--- src/rtl/led_matrix_scan_if.sv ---
// Bundles the game-side write/swap signals and the matrix drive outputs of led_matrix_scan.
// Optional dim input is present only when LED_MATRIX_DIM_EN is defined.
interface led_matrix_scan_if;
    logic       wr_en;
    logic [2:0] wr_row;
    logic [7:0] wr_r;
    logic [7:0] wr_g;
    logic [7:0] wr_b;
    logic       swap_req;
    logic       swap_pending;
    logic       swap_done;
    logic       frame_start;
    logic [7:0] DATA_R;
    logic [7:0] DATA_G;
    logic [7:0] DATA_B;
    logic [2:0] COMM;
    logic       EN;
`ifdef LED_MATRIX_DIM_EN
    logic [1:0] dim;
`endif

    // No backpressure anywhere: a write is taken on every edge where wr_en=1, and a
    // swap_req pulse is latched into swap_pending, which stays high until swap_done.
    modport master (
`ifdef LED_MATRIX_DIM_EN
        output dim,
`endif
        output wr_en, wr_row, wr_r, wr_g, wr_b, swap_req,
        input  swap_pending, swap_done, frame_start,
        input  DATA_R, DATA_G, DATA_B, COMM, EN
    );

    modport slave (
`ifdef LED_MATRIX_DIM_EN
        input  dim,
`endif
        input  wr_en, wr_row, wr_r, wr_g, wr_b, swap_req,
        output swap_pending, swap_done, frame_start,
        output DATA_R, DATA_G, DATA_B, COMM, EN
    );
endinterface

--- src/rtl/led_matrix_scan.sv ---
// Double-buffered 8x8 RGB LED row scanner with per-row blanking and frame-aligned swaps.
// Define LED_MATRIX_DIM_EN to add the 2-bit dim input that shortens each row's lit window.
module led_matrix_scan #(
    parameter int ROW_CYC   = 10000,
    parameter int BLANK_CYC = 16
) (
    input  logic             CLK,
    input  logic             rst_n,
    led_matrix_scan_if.slave bus
);
    localparam int            PW     = $clog2(ROW_CYC);
    localparam logic [PW-1:0] P_LAST = PW'(ROW_CYC - 1);
    localparam logic [PW-1:0] P_LOAD = PW'(BLANK_CYC - 1);

    logic [PW-1:0] p;
    logic [2:0]    row;
    logic          sel;
    logic [23:0]   mem [16];
    logic [23:0]   data_q;
    logic          wrap;
    logic          frame_end;
    logic          load_hit;
    logic          off_hit;

    assign wrap      = (p == P_LAST);
    assign frame_end = wrap && (row == 3'd7);
    assign load_hit  = (p == P_LOAD);

`ifdef LED_MATRIX_DIM_EN
    localparam int VIS = ROW_CYC - BLANK_CYC;
    logic [1:0] dim_q;
    int         win;

    // A zero-length window blanks on the same edge that would have loaded the row.
    always_comb begin
        win     = VIS >> dim_q;
        off_hit = ((BLANK_CYC + win) < ROW_CYC) && (int'(p) == (BLANK_CYC + win - 1));
    end
`else
    assign off_hit = 1'b0;
`endif

    always_ff @(posedge CLK or negedge rst_n) begin
        if (!rst_n) begin
            p                <= '0;
            row              <= 3'd0;
            sel              <= 1'b0;
            data_q           <= '1;
            bus.COMM         <= 3'd0;
            bus.EN           <= 1'b0;
            bus.swap_pending <= 1'b0;
            bus.swap_done    <= 1'b0;
            bus.frame_start  <= 1'b0;
`ifdef LED_MATRIX_DIM_EN
            dim_q            <= 2'd0;
`endif
            for (int i = 0; i < 16; i++) mem[i] <= '1;
        end else begin
            bus.EN          <= 1'b1;
            p               <= wrap ? '0 : p + PW'(1);
            bus.frame_start <= frame_end;
            bus.swap_done   <= frame_end && bus.swap_pending;

            if (frame_end && bus.swap_pending) begin
                sel              <= ~sel;
                bus.swap_pending <= 1'b0;
            end else if (bus.swap_req) begin
                bus.swap_pending <= 1'b1;
            end

            // Back bank uses the pre-toggle select, so a write on the swap edge lands in the new front.
            if (bus.wr_en) mem[{~sel, bus.wr_row}] <= {bus.wr_r, bus.wr_g, bus.wr_b};

            if (wrap) begin
                row      <= row + 3'd1;
                bus.COMM <= row + 3'd1;
                data_q   <= '1;
`ifdef LED_MATRIX_DIM_EN
                dim_q    <= bus.dim;
`endif
            end else if (off_hit) begin
                data_q <= '1;
            end else if (load_hit) begin
                data_q <= mem[{sel, row}];
            end
        end
    end

    assign bus.DATA_R = data_q[23:16];
    assign bus.DATA_G = data_q[15:8];
    assign bus.DATA_B = data_q[7:0];
endmodule
--- src/flat_wrapper.sv ---
// flat-port wrapper written by rule: the top's interface ports become plain ports
module led_matrix_scan_flat 
#(
    parameter int ROW_CYC   = 10000,
    parameter int BLANK_CYC = 16
)
  (CLK, rst_n, bus_wr_en, bus_wr_row, bus_wr_r, bus_wr_g, bus_wr_b, bus_swap_req, bus_swap_pending, bus_swap_done, bus_frame_start, bus_DATA_R, bus_DATA_G, bus_DATA_B, bus_COMM, bus_EN);
  led_matrix_scan_if bus_i ();
  input  logic CLK;
  input  logic rst_n;
  input wire logic [$bits(bus_i.wr_en)-1:0] bus_wr_en;
  input wire logic [$bits(bus_i.wr_row)-1:0] bus_wr_row;
  input wire logic [$bits(bus_i.wr_r)-1:0] bus_wr_r;
  input wire logic [$bits(bus_i.wr_g)-1:0] bus_wr_g;
  input wire logic [$bits(bus_i.wr_b)-1:0] bus_wr_b;
  input wire logic [$bits(bus_i.swap_req)-1:0] bus_swap_req;
  output wire logic [$bits(bus_i.swap_pending)-1:0] bus_swap_pending;
  output wire logic [$bits(bus_i.swap_done)-1:0] bus_swap_done;
  output wire logic [$bits(bus_i.frame_start)-1:0] bus_frame_start;
  output wire logic [$bits(bus_i.DATA_R)-1:0] bus_DATA_R;
  output wire logic [$bits(bus_i.DATA_G)-1:0] bus_DATA_G;
  output wire logic [$bits(bus_i.DATA_B)-1:0] bus_DATA_B;
  output wire logic [$bits(bus_i.COMM)-1:0] bus_COMM;
  output wire logic [$bits(bus_i.EN)-1:0] bus_EN;
  assign bus_i.wr_en = bus_wr_en;
  assign bus_i.wr_row = bus_wr_row;
  assign bus_i.wr_r = bus_wr_r;
  assign bus_i.wr_g = bus_wr_g;
  assign bus_i.wr_b = bus_wr_b;
  assign bus_i.swap_req = bus_swap_req;
  assign bus_swap_pending = bus_i.swap_pending;
  assign bus_swap_done = bus_i.swap_done;
  assign bus_frame_start = bus_i.frame_start;
  assign bus_DATA_R = bus_i.DATA_R;
  assign bus_DATA_G = bus_i.DATA_G;
  assign bus_DATA_B = bus_i.DATA_B;
  assign bus_COMM = bus_i.COMM;
  assign bus_EN = bus_i.EN;
  led_matrix_scan #(.ROW_CYC(ROW_CYC), .BLANK_CYC(BLANK_CYC)) u_core (.CLK(CLK), .rst_n(rst_n), .bus(bus_i));
endmodule
--- config.mk ---
export PLATFORM = sky130hd
export DESIGN_NAME = led_matrix_scan_flat
export DESIGN_NICKNAME = d
export VERILOG_FILES = /design/src/rtl/led_matrix_scan_if.sv /design/src/rtl/led_matrix_scan.sv /design/src/flat_wrapper.sv
export SDC_FILE = /design/constraint.sdc
export NUM_CORES = 1
export LEC_CHECK = 0
export CAP_MARGIN = 15
export CORE_MARGIN = 2
export CORE_UTILIZATION = 56
export DETAILED_ROUTE_END_ITERATION = 12
export PLACE_DENSITY_LB_ADDON = 0.3
export SLEW_MARGIN = 20
export SYNTH_ARGS = -nofsm -noshare
export SYNTH_HDL_FRONTEND = slang
export SYNTH_SLANG_ARGS = --single-unit
--- constraint.sdc ---
create_clock -name CLK -period 2.2 [get_ports CLK]
set_input_delay 0.33 -clock CLK [delete_from_list [all_inputs] [get_ports CLK]]
set_output_delay 0.33 -clock CLK [all_outputs]
set_load 0.01 [all_outputs]
After elaboration in Yosys (flattened, before gate mapping)
Index checks and enable logic that the tools add are counted.

Register bits after elaboration: 430. Word-level logic and storage cells: 51. Input bits: 31.

Bitwise operators: 3. Magnitude comparators: 3. Reduce and logical (&&, ||, !) cells: 5. Add/subtract/negate cells: 2. Mux-type cells: 11. Equality and inequality tests: 3.

Operators with widths (number): $bwmux W384 (1); $mux W24 (5); $bmux W24 S4 (1); $demux W24 S4 (1); $add A14 B1 Y14 const B (1); $eq A14 B14 Y1 const B (1); $eq A14 B4 Y1 const B (1); $mux W14 (1); $ge A5 B5 Y1 const B (2); $not A4 Y5 (2); $lt A5 B1 Y1 const B (1); $reduce_bool A2 Y1 (2); $add A3 B1 Y3 const B (1); $eq A3 B3 Y1 const B (1); $logic_and A1 B1 Y1 (3); $mux W1 (2); $not A1 Y1 (1).

Longest topological paths before layout
Depth after elaboration: 7. Gate-level depth with buffers: 7.

Worst setup path before layout
OpenSTA, ideal clock, no wires.

Kind: reg2reg. Start point: register u_core.bus.COMM[1] (netlist name). End point: register u_core.data_q[21]. Data required time: 2.105 ns. Clock period less this slack: 2.110 ns. Path slack: 0.090 ns. Cell stages (with the launch flop): 7. Path buffers: 2. Arrival time: 2.015 ns. Cell sequence: dfrtp_1 > clkbuf_1 > buf_2 > mux4_2 > nor2b_1 > a2111oi_0 > a211oi_1.

RTL lines: end signal, assigned (line led_matrix_scan.sv:84) `data_q <= mem[{sel, row}];`; end, declared (line led_matrix_scan.sv:19) `logic [23:0] data_q;`.

Worst setup path in the final report
Start point: register u_core.p[8]. End point: register u_core.data_q[3].

Cells in the longest elaborated chain, start to end: 2.

RTL lines: start, declared (line led_matrix_scan.sv:15) `logic [PW-1:0] p;`; start signal, assigned (line led_matrix_scan.sv:60) `p <= wrap ? '0 : p + PW'(1);`; $eq A14 B14 Y1 / $eq A14 B4 Y1 (equally long branches) (line led_matrix_scan.sv:25, led_matrix_scan.sv:27); $mux W24 / $reduce_bool A2 Y1 (equally long branches).

Several ways; a longest one is shown, not always the timed one. A chain may end at the register's enable or synchronous reset.

==> reports/results.tsv <==
stage	metric	value	unit
detailed_routing	Final ANT Viol Nets	0	
floorplanning	core area	34540	µm²
cts	depth of the CTS H-tree	2	
detailed_routing	DR WL/cell	24.75	µm
timing	worst setup margin	9.740	ps
placed_design	dpl cell area	21640	µm²
timing	Pins Over Slew Limit	0	
pwr	power per cell area	795.7	nW/µm²
detailed_routing	Vias	11154	
cts	Root Buffer	clkbuf_16	
cts	Clock Path Buffers	3	
timing	post-route minimum period	2190	ps
cts	Clock Pin Slew Worst Setup and Hold Paths	60	ps
floorplanning	Top-Level Pins	62	
setup_path	CP Max Fanout	15	
cts	TritonCTS Buffers	45	
timing	Final setup viols	0	
timing	Final Hold Vio Count	0	
detailed_routing	drt first-iter violations	645	
layout	share of cells above drive strength 1	80.87	%
timing	Max-Slew Margin vs Limit	56.34	%
job	max_cap viols	0	
synthesis	post-synthesis cell type count	42	
timing	Max Clock Skew	12.80	ps
floorplanning	die area	36520	µm²
setup_path	reg2reg setup slack	10	ps
layout	Layout Utilization	67.33	%
placed_design	I/O Buffers	61	
timing	period utilisation layout	99.56	%
setup_path	Worst setup SP type	flop	
timing	final hold slack	305.8	ps
detailed_routing	DR pass1 iterations	4	
cts	TritonCTS clock tree	yes	
timing	RSZ-0062 raised after global routing	true	
pwr	Total Power	0.01851	W
synthesis	syn avg cell area	16.05	µm²
synthesis	register bit total from synthesis	430	
placed_design	RePlAce Congestion	0.7482	
grt	pin count of the biggest net entering global routing	78	
cts	total clock sinks	430	
floorplanning	Die X	191.1	µm
synthesis	Mapped Area	19600	µm²
cts	post-CTS setup buffer count	0	
grt	initial antenna violation count	0	
layout	post-route cell area	23260	µm²
synthesis	Ys Warns	0	
layout	Synth-to-Final Area Change	18.66	%
synthesis	sequential cell area fraction in the yosys report	57.50	%
synthesis	Synth area leaders	dfstp_2 (55%), mux2_2 (22%), mux4_2 (11%)	
synthesis	leading area contributor after synthesis	dfstp_2	
floorplanning	starting density of the core	56.74	%
floorplanning	chip height	191.1	µm
synthesis	Yosys top cell area share	54.69	%
cts	Clock Latency Late Sink	550	ps
setup_path	critical path required time	2650	ps
synthesis	Async SR Flop Fraction	100.0	%
floorplanning	cell row count	68	
timing	Least-Margin Pin Slew	652.8	ps
synthesis	Syn Nets	1255	
synthesis	Synth Instances	1221	
synthesis	number of synthesized flops with an enable pin	0	
grt	vias in the first global route	11906	
grt	first-pass GRT wire length	71240	µm
synthesis	Main synth FF type	dfstp_2	
grt	All-Layer GR Usage	25.77	%
detailed_routing	vias per inst	6.132	
worst_hold_path	Hold Path Class	input pin to async pin	
placed_design	DP HPWL	27540	µm
grt	GR Overflow Total	0	
status	run status	finished clean	
detailed_routing	DR DRC count	0	
detailed_routing	WL final	45020	µm
setup_path	crit end category	flop	
layout	NumNets Final	1363	
setup_path	Worst EP arrival	2640	ps
layout	Antenna Cells	0	
pwr	maximum VDD drop	0.5514	mV
setup_path	crit path kind	flop to flop	
timing	fmax	456.6	MHz
pwr	P_leak	8.928	nW
placed_design	Place WS	-149.0	ps
==> sequential cells by signal (all words and copies together) (netlist names) <==
name	flops
u_core.p	14
u_core.bus.swap_done	1
u_core.bus.frame_start	1
u_core.bus.swap_pending	1
u_core.sel	1
u_core.bus.COMM	3
u_core.bus.EN	1
u_core.mem	384
u_core.data_q	24
==> power breakdown <==
group | switching, W | total [W] | internal, W
logic | 0.000644 | 0.00161 | 0.000970
clock network | 0.00302 | 0.00724 | 0.00423
registers | 0.000380 | 0.00965 | 0.00927
==> critical path: stages, from the launching register on <==
cell and delay (ps):
dfrtp_1 380, or4_4 550, or4_4 550, buf_8 200, nor2_4 130, buf_12 170
a211oi_1 90
==> cells by family after synthesis <==
logic type                 share of synthesized area, %
xor gates and xnor gates                         0.5809
buffers and inverters                             2.164
AOI/OAI and AO/OA                                 2.285
adders and majority gates                        0.1915
DFF                                               57.50
and+or+nand+nor                                   2.758
muxes                                             34.50
other                                           0.01913
==> through the flow <==
step / instances / TNS, ps
floorplan: 1221 / 0
global placement: 1736 / -1905
global route: 1819 / -523.1
CTS: 1819 / -297.1
finish: 1819 / 0
detailed placement: 1736 / -1930
==> per-layer routing <==
| layer | vias up | GRT usage [%] | wire length [µm] |
|---|---|---|---|
| li1 | 4772 | - | - |
| met1 | 6095 | 36.57 | 20340 |
| met2 | 239 | 41.96 | 21940 |
| met3 | 48 | 4.590 | 2088 |
| met4 | 0 | 5.621 | 648 |
| met5 | - | 0 | 0 |
==> cell usage after synthesis, types with 2 or more instances <==
cell type / n
dfstp_2: 408
mux2_2: 389
mux4_2: 96
clkbuf_1: 81
nor2_1: 41
dfrtp_1: 22
mux2i_1: 22
nor2b_1: 19
a2111oi_0: 18
a211oi_1: 18
buf_2: 18
nand3_1: 11
nand2_1: 10
xnor2_1: 8
o21ai_0: 6
xor2_1: 5
a21oi_1: 3
a31o_2: 3
and3_1: 3
ha_1: 3
nand2b_1: 3
nand3b_1: 3
nor3_1: 3
o22ai_1: 3
buf_1: 2
inv_1: 2
nand4_1: 2
o32ai_2: 2
or2_2: 2
or3_1: 2
or4_4: 2
==> cells in the final DEF (no fill, tap or decap), types with 10 or more instances in the layout <==
master / synthesis / layout
a211oi_1: 18 / 18
buf_12: 0 / 33
buf_4: 0 / 66
clkbuf_1: 81 / 16
clkbuf_16: 0 / 47
clkdlybuf4s50_1: 0 / 60
dfrtp_1: 22 / 19
dfstp_2: 408 / 408
mux2_2: 389 / 389
mux2i_1: 22 / 22
mux4_2: 96 / 96
nand2_1: 10 / 10
nand3_1: 11 / 10
nor2_1: 41 / 31
nor2_4: 0 / 10
nor2b_1: 19 / 19
==> cell type report <==
type,count,area [µm²]
fill,2373,11280
clock inverter,10,53.80
sequential,430,11280
tap,455,569.3
timing repair buffer,163,1808
inverter,3,11.26
clock buffer,72,1360
multi-input combinational,686,8177
==> timing repair <==
action                                 in CTS  in global routing
setup endpoints to repair                  20                 19
pin swaps                                   0                  1
hold buffers                                1                  0
resized for setup                          14                 29
endpoints found under the hold margin      10                  0
==> path summary, 6_finish.rpt <==
| check | startpoint | to | depth (start not counted) |
|---|---|---|---|
| min in group CLK | bus_swap_req | u_core.bus.swap_pending | 3 |
| max in group asynchronous | rst_n | u_core.mem[204] | 3 |
| worst min register to register | u_core.bus.swap_pending | u_core.bus.swap_pending | 2 |
| worst max-delay path | u_core.p[8] | u_core.data_q[3] | 6 |
| worst min-delay path | rst_n | u_core.p[6] | 2 |
| worst max register to register | u_core.p[8] | u_core.data_q[3] | 6 |
No activity file was read; power rests on OpenSTA's default activity.
